<file path="src/rtl/clock_tick_monitor_if.sv">
// Signal bundle between the slow-clock monitor (master) and the logic that
// consumes its ticks and lock status (slave).
interface clock_tick_monitor_if #(
    parameter int CW = 32
);
    logic          slow_clk;
    logic          rise_tick;
    logic          fall_tick;
    logic [CW-1:0] half_count;
    logic          count_valid;
    logic          locked;
    logic          err;
    logic          timeout;

    modport master (
        input  slow_clk,
        output rise_tick, fall_tick, half_count, count_valid, locked, err, timeout
    );

    modport slave (
        output slow_clk,
        input  rise_tick, fall_tick, half_count, count_valid, locked, err, timeout
    );
endinterface

</file>
<file path="src/rtl/clock_tick_monitor.sv">
// Samples a divided slow clock in the fast domain, emits rise/fall enable
// ticks, measures every half-period and tracks whether the slow clock is locked.
module clock_tick_monitor #(
    parameter int HALF_PERIOD = 50000,
    parameter int TOL         = 16,
    parameter int LOCK_COUNT  = 4,
    parameter int CW          = 32
) (
    input  logic                 in_clk,
    input  logic                 reset,
    clock_tick_monitor_if.master mon
);
    localparam int GW = (LOCK_COUNT > 0) ? $clog2(LOCK_COUNT + 1) : 1;
    localparam logic [CW-1:0] LO_BOUND = CW'(HALF_PERIOD - TOL);
    localparam logic [CW-1:0] HI_BOUND = CW'(HALF_PERIOD + TOL);
    localparam logic [CW-1:0] TO_LIMIT = CW'(2 * HALF_PERIOD);
    localparam logic [CW-1:0] CNT_MAX  = '1;
    localparam logic [GW-1:0] GOOD_MAX = GW'(LOCK_COUNT);

    typedef enum logic [1:0] {
        SEARCH  = 2'd0,
        MEASURE = 2'd1,
        LOCKED  = 2'd2
    } state_e;

    // Synchronizer and edge history are free-running so the edge detector
    // already holds the settled level when reset is released.
    logic sync1_q, sync2_q, prev_q;

    always_ff @(posedge in_clk) begin
        sync1_q <= mon.slow_clk;
        sync2_q <= sync1_q;
        prev_q  <= sync2_q;
    end

    logic rise, fall, edge_evt, in_range;

    assign rise     = sync2_q & ~prev_q;
    assign fall     = ~sync2_q & prev_q;
    assign edge_evt = rise | fall;

    state_e        state_q, state_d;
    logic [CW-1:0] cnt_q, cnt_d;
    logic [GW-1:0] good_q, good_d;
    logic [CW-1:0] half_count_q, half_count_d;
    logic          rise_tick_q, rise_tick_d;
    logic          fall_tick_q, fall_tick_d;
    logic          count_valid_q, count_valid_d;
    logic          err_q, err_d;
    logic          timeout_q, timeout_d;
    logic          locked_q, locked_d;

    // cnt_q holds the cycles since the last edge, so it is the measurement.
    assign in_range = (cnt_q >= LO_BOUND) && (cnt_q <= HI_BOUND);

    always_comb begin
        state_d       = state_q;
        cnt_d         = cnt_q;
        good_d        = good_q;
        half_count_d  = half_count_q;
        rise_tick_d   = rise;
        fall_tick_d   = fall;
        count_valid_d = 1'b0;
        err_d         = 1'b0;
        timeout_d     = 1'b0;

        unique case (state_q)
            SEARCH: begin
                if (edge_evt) begin
                    cnt_d   = CW'(1);
                    state_d = MEASURE;
                end
            end
            MEASURE, LOCKED: begin
                if (edge_evt) begin
                    cnt_d         = CW'(1);
                    half_count_d  = cnt_q;
                    count_valid_d = 1'b1;
                    if (!in_range) begin
                        good_d  = '0;
                        err_d   = 1'b1;
                        state_d = MEASURE;
                    end else if (state_q == MEASURE) begin
                        good_d = good_q + 1'b1;
                        if (good_d >= GOOD_MAX) state_d = LOCKED;
                    end
                end else if (cnt_q >= TO_LIMIT) begin
                    // An edge in the same cycle takes the branch above instead.
                    timeout_d = 1'b1;
                    good_d    = '0;
                    cnt_d     = '0;
                    state_d   = SEARCH;
                end else begin
                    cnt_d = (cnt_q == CNT_MAX) ? cnt_q : cnt_q + 1'b1;
                end
            end
            default: state_d = SEARCH;
        endcase

        locked_d = (state_d == LOCKED);
    end

    always_ff @(posedge in_clk) begin
        if (reset) begin
            state_q       <= SEARCH;
            cnt_q         <= '0;
            good_q        <= '0;
            half_count_q  <= '0;
            rise_tick_q   <= 1'b0;
            fall_tick_q   <= 1'b0;
            count_valid_q <= 1'b0;
            err_q         <= 1'b0;
            timeout_q     <= 1'b0;
            locked_q      <= 1'b0;
        end else begin
            state_q       <= state_d;
            cnt_q         <= cnt_d;
            good_q        <= good_d;
            half_count_q  <= half_count_d;
            rise_tick_q   <= rise_tick_d;
            fall_tick_q   <= fall_tick_d;
            count_valid_q <= count_valid_d;
            err_q         <= err_d;
            timeout_q     <= timeout_d;
            locked_q      <= locked_d;
        end
    end

    assign mon.rise_tick   = rise_tick_q;
    assign mon.fall_tick   = fall_tick_q;
    assign mon.half_count  = half_count_q;
    assign mon.count_valid = count_valid_q;
    assign mon.err         = err_q;
    assign mon.timeout     = timeout_q;
    assign mon.locked      = locked_q;
endmodule

</file>
<file path="src/flat_wrapper.sv">
// flat-port wrapper written by rule: the top's interface ports become plain ports
module clock_tick_monitor_flat 
#(
    parameter int HALF_PERIOD = 50000,
    parameter int TOL         = 16,
    parameter int LOCK_COUNT  = 4,
    parameter int CW          = 32
)
  (in_clk, reset, mon_slow_clk, mon_rise_tick, mon_fall_tick, mon_half_count, mon_count_valid, mon_locked, mon_err, mon_timeout);
  clock_tick_monitor_if #(.CW(CW)) mon_i ();
  input  logic in_clk;
  input  logic reset;
  input wire logic [$bits(mon_i.slow_clk)-1:0] mon_slow_clk;
  output wire logic [$bits(mon_i.rise_tick)-1:0] mon_rise_tick;
  output wire logic [$bits(mon_i.fall_tick)-1:0] mon_fall_tick;
  output wire logic [$bits(mon_i.half_count)-1:0] mon_half_count;
  output wire logic [$bits(mon_i.count_valid)-1:0] mon_count_valid;
  output wire logic [$bits(mon_i.locked)-1:0] mon_locked;
  output wire logic [$bits(mon_i.err)-1:0] mon_err;
  output wire logic [$bits(mon_i.timeout)-1:0] mon_timeout;
  assign mon_i.slow_clk = mon_slow_clk;
  assign mon_rise_tick = mon_i.rise_tick;
  assign mon_fall_tick = mon_i.fall_tick;
  assign mon_half_count = mon_i.half_count;
  assign mon_count_valid = mon_i.count_valid;
  assign mon_locked = mon_i.locked;
  assign mon_err = mon_i.err;
  assign mon_timeout = mon_i.timeout;
  clock_tick_monitor #(.HALF_PERIOD(HALF_PERIOD), .TOL(TOL), .LOCK_COUNT(LOCK_COUNT), .CW(CW)) u_core (.in_clk(in_clk), .reset(reset), .mon(mon_i));
endmodule
</file>
<file path="config.mk">
export PLATFORM = sky130hd
export DESIGN_NAME = clock_tick_monitor_flat
export DESIGN_NICKNAME = d
export VERILOG_FILES = /design/src/rtl/clock_tick_monitor_if.sv /design/src/rtl/clock_tick_monitor.sv /design/src/flat_wrapper.sv
export SDC_FILE = /design/constraint.sdc
export NUM_CORES = 1
export LEC_CHECK = 0
export BUFFER_PORTS_ARGS = -buffer_cell sky130_fd_sc_hd__buf_2
export CORE_ASPECT_RATIO = 1.75
export CORE_MARGIN = 2
export CORE_UTILIZATION = 50
export CTS_BUF_LIST = sky130_fd_sc_hd__clkbuf_8
export CTS_CLUSTER_DIAMETER = 150
export DETAILED_ROUTE_END_ITERATION = 8
export PLACE_DENSITY_LB_ADDON = 0.15
export REMOVE_ABC_BUFFERS = 1
export SKIP_LAST_GASP = 1
export SLEW_MARGIN = 30
export SYNTH_ARGS = -nofsm -noshare
export SYNTH_HDL_FRONTEND = slang
export SYNTH_SLANG_ARGS = --single-unit
</file>
<file path="constraint.sdc">
create_clock -name in_clk -period 2.59 [get_ports in_clk]
set_input_delay 0.259 -clock in_clk [delete_from_list [all_inputs] [get_ports in_clk]]
set_output_delay 0.259 -clock in_clk [all_outputs]
set_load 0.1 [all_outputs]
</file>
==> impl_metrics.yaml, run 1 <==
pwr:
  clkPwrFrac_pct: 43.1
  seqPwrFrac_pct: 47.5
  switching_share_pct: 23.57
  p_per_area_nw_per_um2: 667.2
  p_leak_nw: 1.519
  p_comb_share_pct: 9.4
  power_switching_mw: 0.6055
  peakVddDrop_mv: 0.6114
  intPower_mw: 1.964
  total_power_mw: 2.569
floorplanning:
  core.rowCount: 39
  die_h_um: 111.0
  coreArea_um2: 6441
  start_util_pct: 50.76
  ios: 41
  die_w_um: 65.13
  dieArea_um2: 7227
drt:
  wirelength_um: 7384
  detail_route.wl_per_cell_um: 14.09
  first_pass_iters: 4
  route.detailed.drc: 0
  vias: 2864
  vias_per_cell: 5.466
  drt_iter0_drc: 211
  ant_nets: 0
sta:
  setup_viol: 0
  relSlewSlack_pct: 55.72
  period_needed_ns: 2.243
  clock_skew_ns: 0.009671
  hold_viol: 0
  finalCritPeriodShare_pct: 86.62
  max_clock_freq_ghz: 0.4458
  slew_violations: 0
  tns_ns: 0
  rsz0062_at_grt: "false"
  holdWs_ns: 0.3035
  worst_pin_slew_ns: 0.6581
synthesis:
  ys_seq_elements: 78
  ys_top_cells_by_area: "dfxtp_1 48%, nand2_1 9.5%, a21oi_1 6.6%"
  synth-edff-count: 0
  synth_cells: 390
  avgSynthCellArea_um2: 8.383
  async_flop_share_pct: 0
  synthTopCellsByCount: "83 x nand2_1, 78 x dfxtp_1, 43 x a21oi_1, 35 x nor2_1, 12 x clkbuf_1"
  yosys_warnings: 0
  yosysSeqAreaShare_pct: 47.76
  synth_top_cell_by_area: "dfxtp_1"
  synth_ff_type: "dfxtp_1"
  synth_cell_types: 51
  synth_most_common_cell: "nand2_1"
  synth_top_area_share_pct: 47.76
  syn_area_um2: 3269
critical_path:
  max_stage_delay_ns: 0.50
  worstPathRequired_ns: 2.89
  startpoint_type: "flip-flop"
  crit_arrival_ns: 2.55
  crit_slowest_cell: "or4_1"
  cp_max_fo: 5
  path_cells: "inv_1 > ha_1 > a21o_1 > or4_1 > nor3_1 > and3_1 > a21oi_1 > nor2_1"
  critPathCaptureType: "flip-flop"
  worstSetupPathType: "flip-flop to flip-flop"
  r2r_slack_ns: 0.35
place:
  portBuffers: 40
  dp_cells: 507
  post-dp-hpwl_um: 5286
  gp_congestion: 0.9618
clock_network:
  clk_latency_ns: 0.36
  clockRootBuffer: "clkbuf_8"
  htree_levels: 3
  ctsLongestPathBuffers: 2
  cts_buffers: 9
  clk_pin_slew_worst_paths_ns: 0.08
  tritoncts: "built"
  clock_sinks: 78
worst_hold_path:
  hp-class: "primary input to flip-flop"
outcome:
  run_status: "finished clean"
global_route:
  grt_pass1_vias: 2830
  track_usage_pct: 22.39
  grt-ovfl-total: 0
  antenna_found_initial: 0
  grt_max_degree: 36
  grt_first_pass_wirelength_um: 12620
final_layout:
  utilization_pct: 59.79
  drive_above_1_share_pct: 17.87
  fin_nets: 448
  instances_no_fill: 524
  syn2layout_area_growth_pct: 17.80
  diodes: 0
job:
  drv_cap: 0
## power by group through the flow
| stage | clock, mW | sequential, mW | combinational, mW |
|---|---|---|---|
| floorplan | 0 | 1.28 | 0.117 |
| global placement | 0 | 1.25 | 0.241 |
| detailed placement | 0 | 1.25 | 0.242 |
| CTS | 1.13 | 1.22 | 0.244 |
| global route | 1.18 | 1.22 | 0.265 |
| finish | 1.11 | 1.22 | 0.242 |
## routing by layer
metal / wire, um / vias up / global-route usage [%]
met5: 0 / - / 0
met4: 247 / 0 / 11.81
met3: 171 / 22 / 5.178
met2: 4104 / 47 / 39.73
met1: 2860 / 1363 / 23.84
li1: - / 1432 / -
## cells in the final DEF (no fill, tap or decap), types with 2 or more instances in the layout
| master | instances |
|---|---|
| bufinv_16 | 3 |
| inv_1 | 10 |
| o21ai_0 | 9 |
| nor2b_1 | 6 |
| buf_4 | 13 |
| dfxtp_1 | 78 |
| nand4_1 | 6 |
| nand3_1 | 9 |
| and4_1 | 2 |
| o21ai_1 | 4 |
| nand2b_1 | 4 |
| a31oi_1 | 5 |
| a21oi_1 | 43 |
| nand2_1 | 83 |
| and2_1 | 2 |
| buf_2 | 40 |
| o21a_1 | 2 |
| xnor2_1 | 4 |
| or4b_1 | 2 |
| a211oi_1 | 2 |
| nor4_1 | 9 |
| o31ai_1 | 2 |
| and3_1 | 7 |
| a21o_1 | 2 |
| nor2_1 | 35 |
| xor2_1 | 6 |
| ha_1 | 8 |
| nor3_1 | 11 |
| clkbuf_8 | 11 |
## kinds of logic after synthesis
family          count (synthesis)  synth area share, %
compound gates                 81                15.15
xor+xnor                       10                2.679
simple gates                  186                27.36
flops                          78                47.76
fa+ha+maj                       8                3.062
buf+inv                        27                3.980
## critical path: cells and delay by family (launching register included)
kind,cells,cell delay [ns]
adders and majority gates,1,0.24
DFF,1,0.36
buffers and inverters,1,0.09
and+or+nand+nor,4,1.20
AOI/OAI and AO/OA,2,0.31
## state kept, by name, indices dropped and copies added, names as in the netlist
register,flops
u_core.prev_q,1
u_core.sync2_q,1
u_core.mon.locked,1
u_core.mon.half_count,32
u_core.good_q,3
u_core.mon.count_valid,1
u_core.mon.fall_tick,1
u_core.mon.timeout,1
u_core.cnt_q,32
u_core.sync1_q,1
u_core.state_q,2
u_core.mon.err,1
u_core.mon.rise_tick,1
## through the flow
step	area, um2	setup WS (ns)
5_1_grt	3851	0.1464
2_1_floorplan	3169	0.2088
4_1_cts	3851	0.3519
3_3_place_gp	3592	0.4385
3_5_place_dp	3592	0.3786
6_report	3851	0.3466
## final cells by class
cell class / count / area, um2
clock inverter: 5 / 97.59
clock buffer: 11 / 151.4
tap: 82 / 102.6
inverter: 8 / 30.03
fill: 627 / 2590
sequential: 78 / 1562
multi-input combinational: 285 / 1580
timing repair buffer: 55 / 327.8
## timing repair
item | 4_1_cts | 5_1_grt
endpoints found under the setup margin | 0 | 0
hold endpoints to repair | 1 | 0
setup buffers | 0 | 0
hold buffers | 1 | 0
gates resized for setup | 0 | 0
## path summary, 6_finish.rpt
check	start	cells after the start	end
setup reg to reg	u_core.state_q[1]	8	u_core.cnt_q[30]
hold / removal	reset	2	u_core.mon.fall_tick
setup / recovery	u_core.state_q[1]	8	u_core.cnt_q[30]
hold reg to reg	u_core.sync1_q	0	u_core.sync2_q
(Power assumes the default switching activity.)
==> run 2, diff against run 1 <==
--- a/config.mk
+++ b/config.mk
@@ -12,6 +12,7 @@
 export CTS_BUF_LIST = sky130_fd_sc_hd__clkbuf_8
 export CTS_CLUSTER_DIAMETER = 150
 export DETAILED_ROUTE_END_ITERATION = 8
+export MAX_ROUTING_LAYER = met4
 export PLACE_DENSITY_LB_ADDON = 0.15
 export REMOVE_ABC_BUFFERS = 1
 export SKIP_LAST_GASP = 1
==> constraint.sdc (replaced) <==
create_clock -name in_clk -period 2.85 [get_ports in_clk]
set_input_delay 0.285 -clock in_clk [delete_from_list [all_inputs] [get_ports in_clk]]
set_output_delay 0.285 -clock in_clk [all_outputs]
set_load 0.1 [all_outputs]
==> run 2 against run 1 <==
  * Via count decreased by 1.2%
  * Total power is 18% lower
  * Core utilization down 2.0 points
  * First-iteration DRC count decreased by 32%
  * Non-clock buffer count down 6
  * Critical path depth unchanged
  * Routed wire length fell by 0.98%
  * Cell area fell by 3.3%
  * Worst setup slack lost 0.0010 ns
  * Clock power down 30%
  * Sequential cell count stayed put
  * Die area unchanged
  * Highest routed layer unchanged
==> impl_metrics.yaml, run 2 (same netlist as run 1, synthesis figures left out) <==
outcome:
  run_status: "finished clean"
global_route:
  grt_max_degree: 36
  antenna_found_initial: 0
  grt_pass1_vias: 2731
  track_usage_pct: 22.86
  grt_first_pass_wirelength_um: 12430
  grt-ovfl-total: 0
critical_path:
  worstSetupPathType: "flip-flop to flip-flop"
  crit_family: "simple AND/OR/NAND/NOR gates"
  crit_slowest_cell: "or4_1"
  max_stage_delay_ns: 0.53
  crit_arrival_ns: 2.81
  critical_path.n_buffers_inverters: 1
  critPathCaptureType: "flip-flop"
  r2r_slack_ns: 0.35
  cp_max_fo: 11
  path_cells: "inv_1 > ha_1 > a21o_1 > or4_1 > nor3_1 > and3_1 > a21oi_1 > nor2_1"
  startpoint_type: "flip-flop"
  worstPathRequired_ns: 3.15
final_layout:
  syn2layout_area_growth_pct: 13.93
  drive_above_1_share_pct: 16.74
  final_cell_mix: "83 x nand2_1, 78 x dfxtp_1, 43 x a21oi_1"
  fillCellCount: 629
  fin_nets: 442
  utilization_pct: 57.83
  final_common_cell: "nand2_1"
  diodes: 0
  multiInputGateArea_um2: 1580
  ff_latch_area_um2: 1562
sta:
  rsz0062_at_grt: "false"
  relSlewSlack_pct: 46.44
  clock_skew_ns: 0.005740
  finalCritPeriodShare_pct: 87.87
  hold_viol: 0
  max_clock_freq_ghz: 0.3993
  setup_viol: 0
  tns_ns: 0
  slew_violations: 0
  period_needed_ns: 2.504
  worst_pin_slew_ns: 0.7963
drt:
  drt_iter0_drc: 144
  route.detailed.drc: 0
  ant_nets: 0
  first_pass_iters: 4
  vias_per_cell: 5.463
  wirelength_um: 7312
  vias: 2830
  detail_route.wl_per_cell_um: 14.12
floorplanning:
  coreArea_um2: 6441
  dieArea_um2: 7227
  core.rowCount: 39
  die_w_um: 65.13
  ios: 41
  die_h_um: 111.0
  start_util_pct: 50.76
clock_network:
  clk_pin_slew_worst_paths_ns: 0.08
  tritoncts: "built"
  holdBufCountCts: 0
  clockRootBuffer: "clkbuf_8"
  htree_levels: 3
  cts_setup_buffers: 0
  cts_buffers: 9
  post_cts_resized: 0
  clk_latency_ns: 0.36
  ctsLongestPathBuffers: 2
  clock_sinks: 78
place:
  gp_congestion: 0.9512
  portBuffers: 40
  post-dp-hpwl_um: 5227
pwr:
  p_leak_nw: 1.453
  p_per_area_nw_per_um2: 562.5
  peakVddDrop_mv: 0.4802
job:
  drv_cap: 0
worst_hold_path:
  hp-class: "primary input to flip-flop"
==> run 2: path summary, 6_finish.rpt <==
check,from,endpoint,cells after the start
max,u_core.prev_q,u_core.cnt_q[30],8
min,mon_slow_clk,u_core.sync1_q,1
max reg2reg,u_core.prev_q,u_core.cnt_q[30],8
min reg2reg,u_core.sync1_q,u_core.sync2_q,0
==> run 2: layer usage <==
metal  routed length, um  share of wire, %  global-route usage [%]  vias to the layer above
met5                   0                 0                       -                        -
met4                 254               3.5                   11.94                        0
met3                 183               2.5                   4.569                       15
met2                4023                55                   40.62                       46
met1                2851                39                   22.89                     1350
li1                    -                 -                       -                     1419
==> run 2: where the power goes <==
group,leakage (nW),internal [mW],switching [mW]
clock,0.103,0.392,0.387
combinational,0.720,0.0511,0.156
sequential,0.630,1.10,0.00807
==> run 2: metrics by stage <==
stage / total power, mW / cell area [um2] / hold WS [ns] / instances / worst slack (ns)
final: 2.095 / 3725 / 0.02540 / 518 / 0.3456
after global routing: 2.176 / 3725 / 0.01164 / 518 / 0.1470
after CTS: 2.119 / 3725 / 0.01049 / 518 / 0.3513
after detailed placement: 1.344 / 3542 / 0.3207 / 502 / 0.3962
after global placement: 1.341 / 3542 / 0.3183 / 502 / 0.4384
after floorplan: 1.268 / 3169 / 0.3096 / 371 / 0.4688
==> run 2: final cells by class <==
cell class                      count  share of cell area, %
Tap cell                           82                  2.754
Clock buffer                        9                  3.326
Timing Repair Buffer               49                  7.188
Multi-Input combinational cell    285                  42.43
Inverter                            8                 0.8062
Sequential cell                    78                  41.92
Clock inverter                      7                  1.579
==> run 3, diff against run 2 <==
==> constraint.sdc (replaced) <==
create_clock -name in_clk -period 2.75 [get_ports in_clk]
set_input_delay 0.275 -clock in_clk [delete_from_list [all_inputs] [get_ports in_clk]]
set_output_delay 0.275 -clock in_clk [all_outputs]
set_load 0.1 [all_outputs]
==> run 3 against run 2 <==
  * First-iteration DRC count is 9.7% higher
  * Clock power is 1% higher
  * Combinational power is 5% higher
  * Core utilization is 0.29 points higher
==> impl_metrics.yaml, run 3 (same netlist as run 1, synthesis figures left out) <==
place:
  dp_cells: 504
  post-dp-hpwl_um: 5410
  portBuffers: 40
  gp_congestion: 0.9637
global_route:
  grt_first_pass_wirelength_um: 12480
  grt-ovfl-total: 0
  antenna_found_initial: 0
  grt_pass1_vias: 2864
  track_usage_pct: 22.85
  grt_max_degree: 36
critical_path:
  worstSetupPathType: "flip-flop to flip-flop"
  rr_startpoint: "u_core.state_q[1]"
  startpoint_type: "flip-flop"
  cp_max_fo: 9
  r2r.worst_path.cells: 8
  crit_arrival_ns: 2.68
  worstPathRequired_ns: 3.04
  crit_start: "u_core.state_q[1]"
  r2r_slack_ns: 0.36
  critPathCaptureType: "flip-flop"
floorplanning:
  ios: 41
  core.rowCount: 39
  die_w_um: 65.13
  dieArea_um2: 7227
  start_util_pct: 50.76
  coreArea_um2: 6441
  die_h_um: 111.0
sta:
  max_clock_freq_ghz: 0.4181
  rsz0062_at_grt: "false"
  hold_viol: 0
  finalCritPeriodShare_pct: 86.97
  worst_pin_slew_ns: 0.7247
  relSlewSlack_pct: 51.24
  slew_violations: 0
  period_needed_ns: 2.392
  holdWs_ns: 0.02082
  clock_skew_ns: 0.004923
  setup_viol: 0
  tns_ns: 0
clock_network:
  clk_latency_ns: 0.35
  ctsLongestPathBuffers: 2
  htree_levels: 3
  clockRootBuffer: "clkbuf_8"
  clk_pin_slew_worst_paths_ns: 0.07
  post_cts_resized: 0
  tritoncts: "built"
  cts_buffers: 9
  holdBufCountCts: 0
  clock_sinks: 78
  cts_setup_buffers: 0
final_layout:
  drive_above_1_share_pct: 17.58
  final_common_cell: "nand2_1"
  final_cell_mix: "83 x nand2_1, 78 x dfxtp_1, 43 x a21oi_1"
  fin_nets: 444
  syn2layout_area_growth_pct: 14.50
  instances_no_fill: 520
  diodes: 0
pwr:
  peakVddDrop_mv: 0.3240
  p_leak_nw: 1.460
  p_per_area_nw_per_um2: 576.0
drt:
  vias: 2855
  drt_iter0_drc: 158
  vias_per_cell: 5.490
  first_pass_iters: 4
  detail_route.wl_per_cell_um: 14.17
  ant_nets: 0
  route.detailed.drc: 0
  wirelength_um: 7370
outcome:
  run_status: "finished clean"
job:
  drv_cap: 0
worst_hold_path:
  hp-start: "mon_slow_clk"
  whs_path_depth: 1
  hp-class: "primary input to flip-flop"
[run 3: power by group]
part	switching [mW]	internal, mW
clock network	0.395	0.395
registers	0.00846	1.14
logic	0.163	0.0543
total	0.566	1.59
[run 3: path summary, 6_finish.rpt]
check | to
worst max-delay path | u_core.cnt_q[26]
worst min-delay path | u_core.sync1_q
worst max register to register | u_core.cnt_q[26]
worst min register to register | u_core.sync2_q
[run 3: layout make-up]
class / instances / area, um2
clock buffer: 12 / 165.2
clock inverter: 4 / 21.27
fill: 666 / 2698
inverter: 8 / 30.03
multi-input combinational: 285 / 1580
sequential: 78 / 1562
tap: 82 / 102.6
timing repair buffer: 51 / 282.8
[run 3: metal layers]
layer	track usage [%]	share of wire [%]	vias to the layer above
met5	-	0	-
met4	12.92	3.3	0
met3	4.569	2.6	19
met2	41.58	56	44
met1	21.48	38	1360
li1	-	-	1432
[run 3: per-stage QoR]
stage | total power, mW | utilization [%] | cell area, um2 | setup slack, ns
finish | 2.156 | 58.12 | 3744 | 0.3583
global route | 2.247 | 58.12 | 3744 | 0.2063
CTS | 2.188 | 58.12 | 3744 | 0.4125
detailed placement | 1.394 | 55.23 | 3557 | 0.4381
global placement | 1.392 | 55.23 | 3557 | 0.4979
floorplan | 1.314 | - | 3169 | 0.3688
[run 3: critical path: stages (launching register included)]
cell	delay (ns)
dfxtp_1	0.37
inv_1	0.09
ha_1	0.24
a21o_1	0.30
or4_1	0.52
nor3_1	0.33
and3_1	0.30
a21oi_1	0.09
nor2_1	0.09
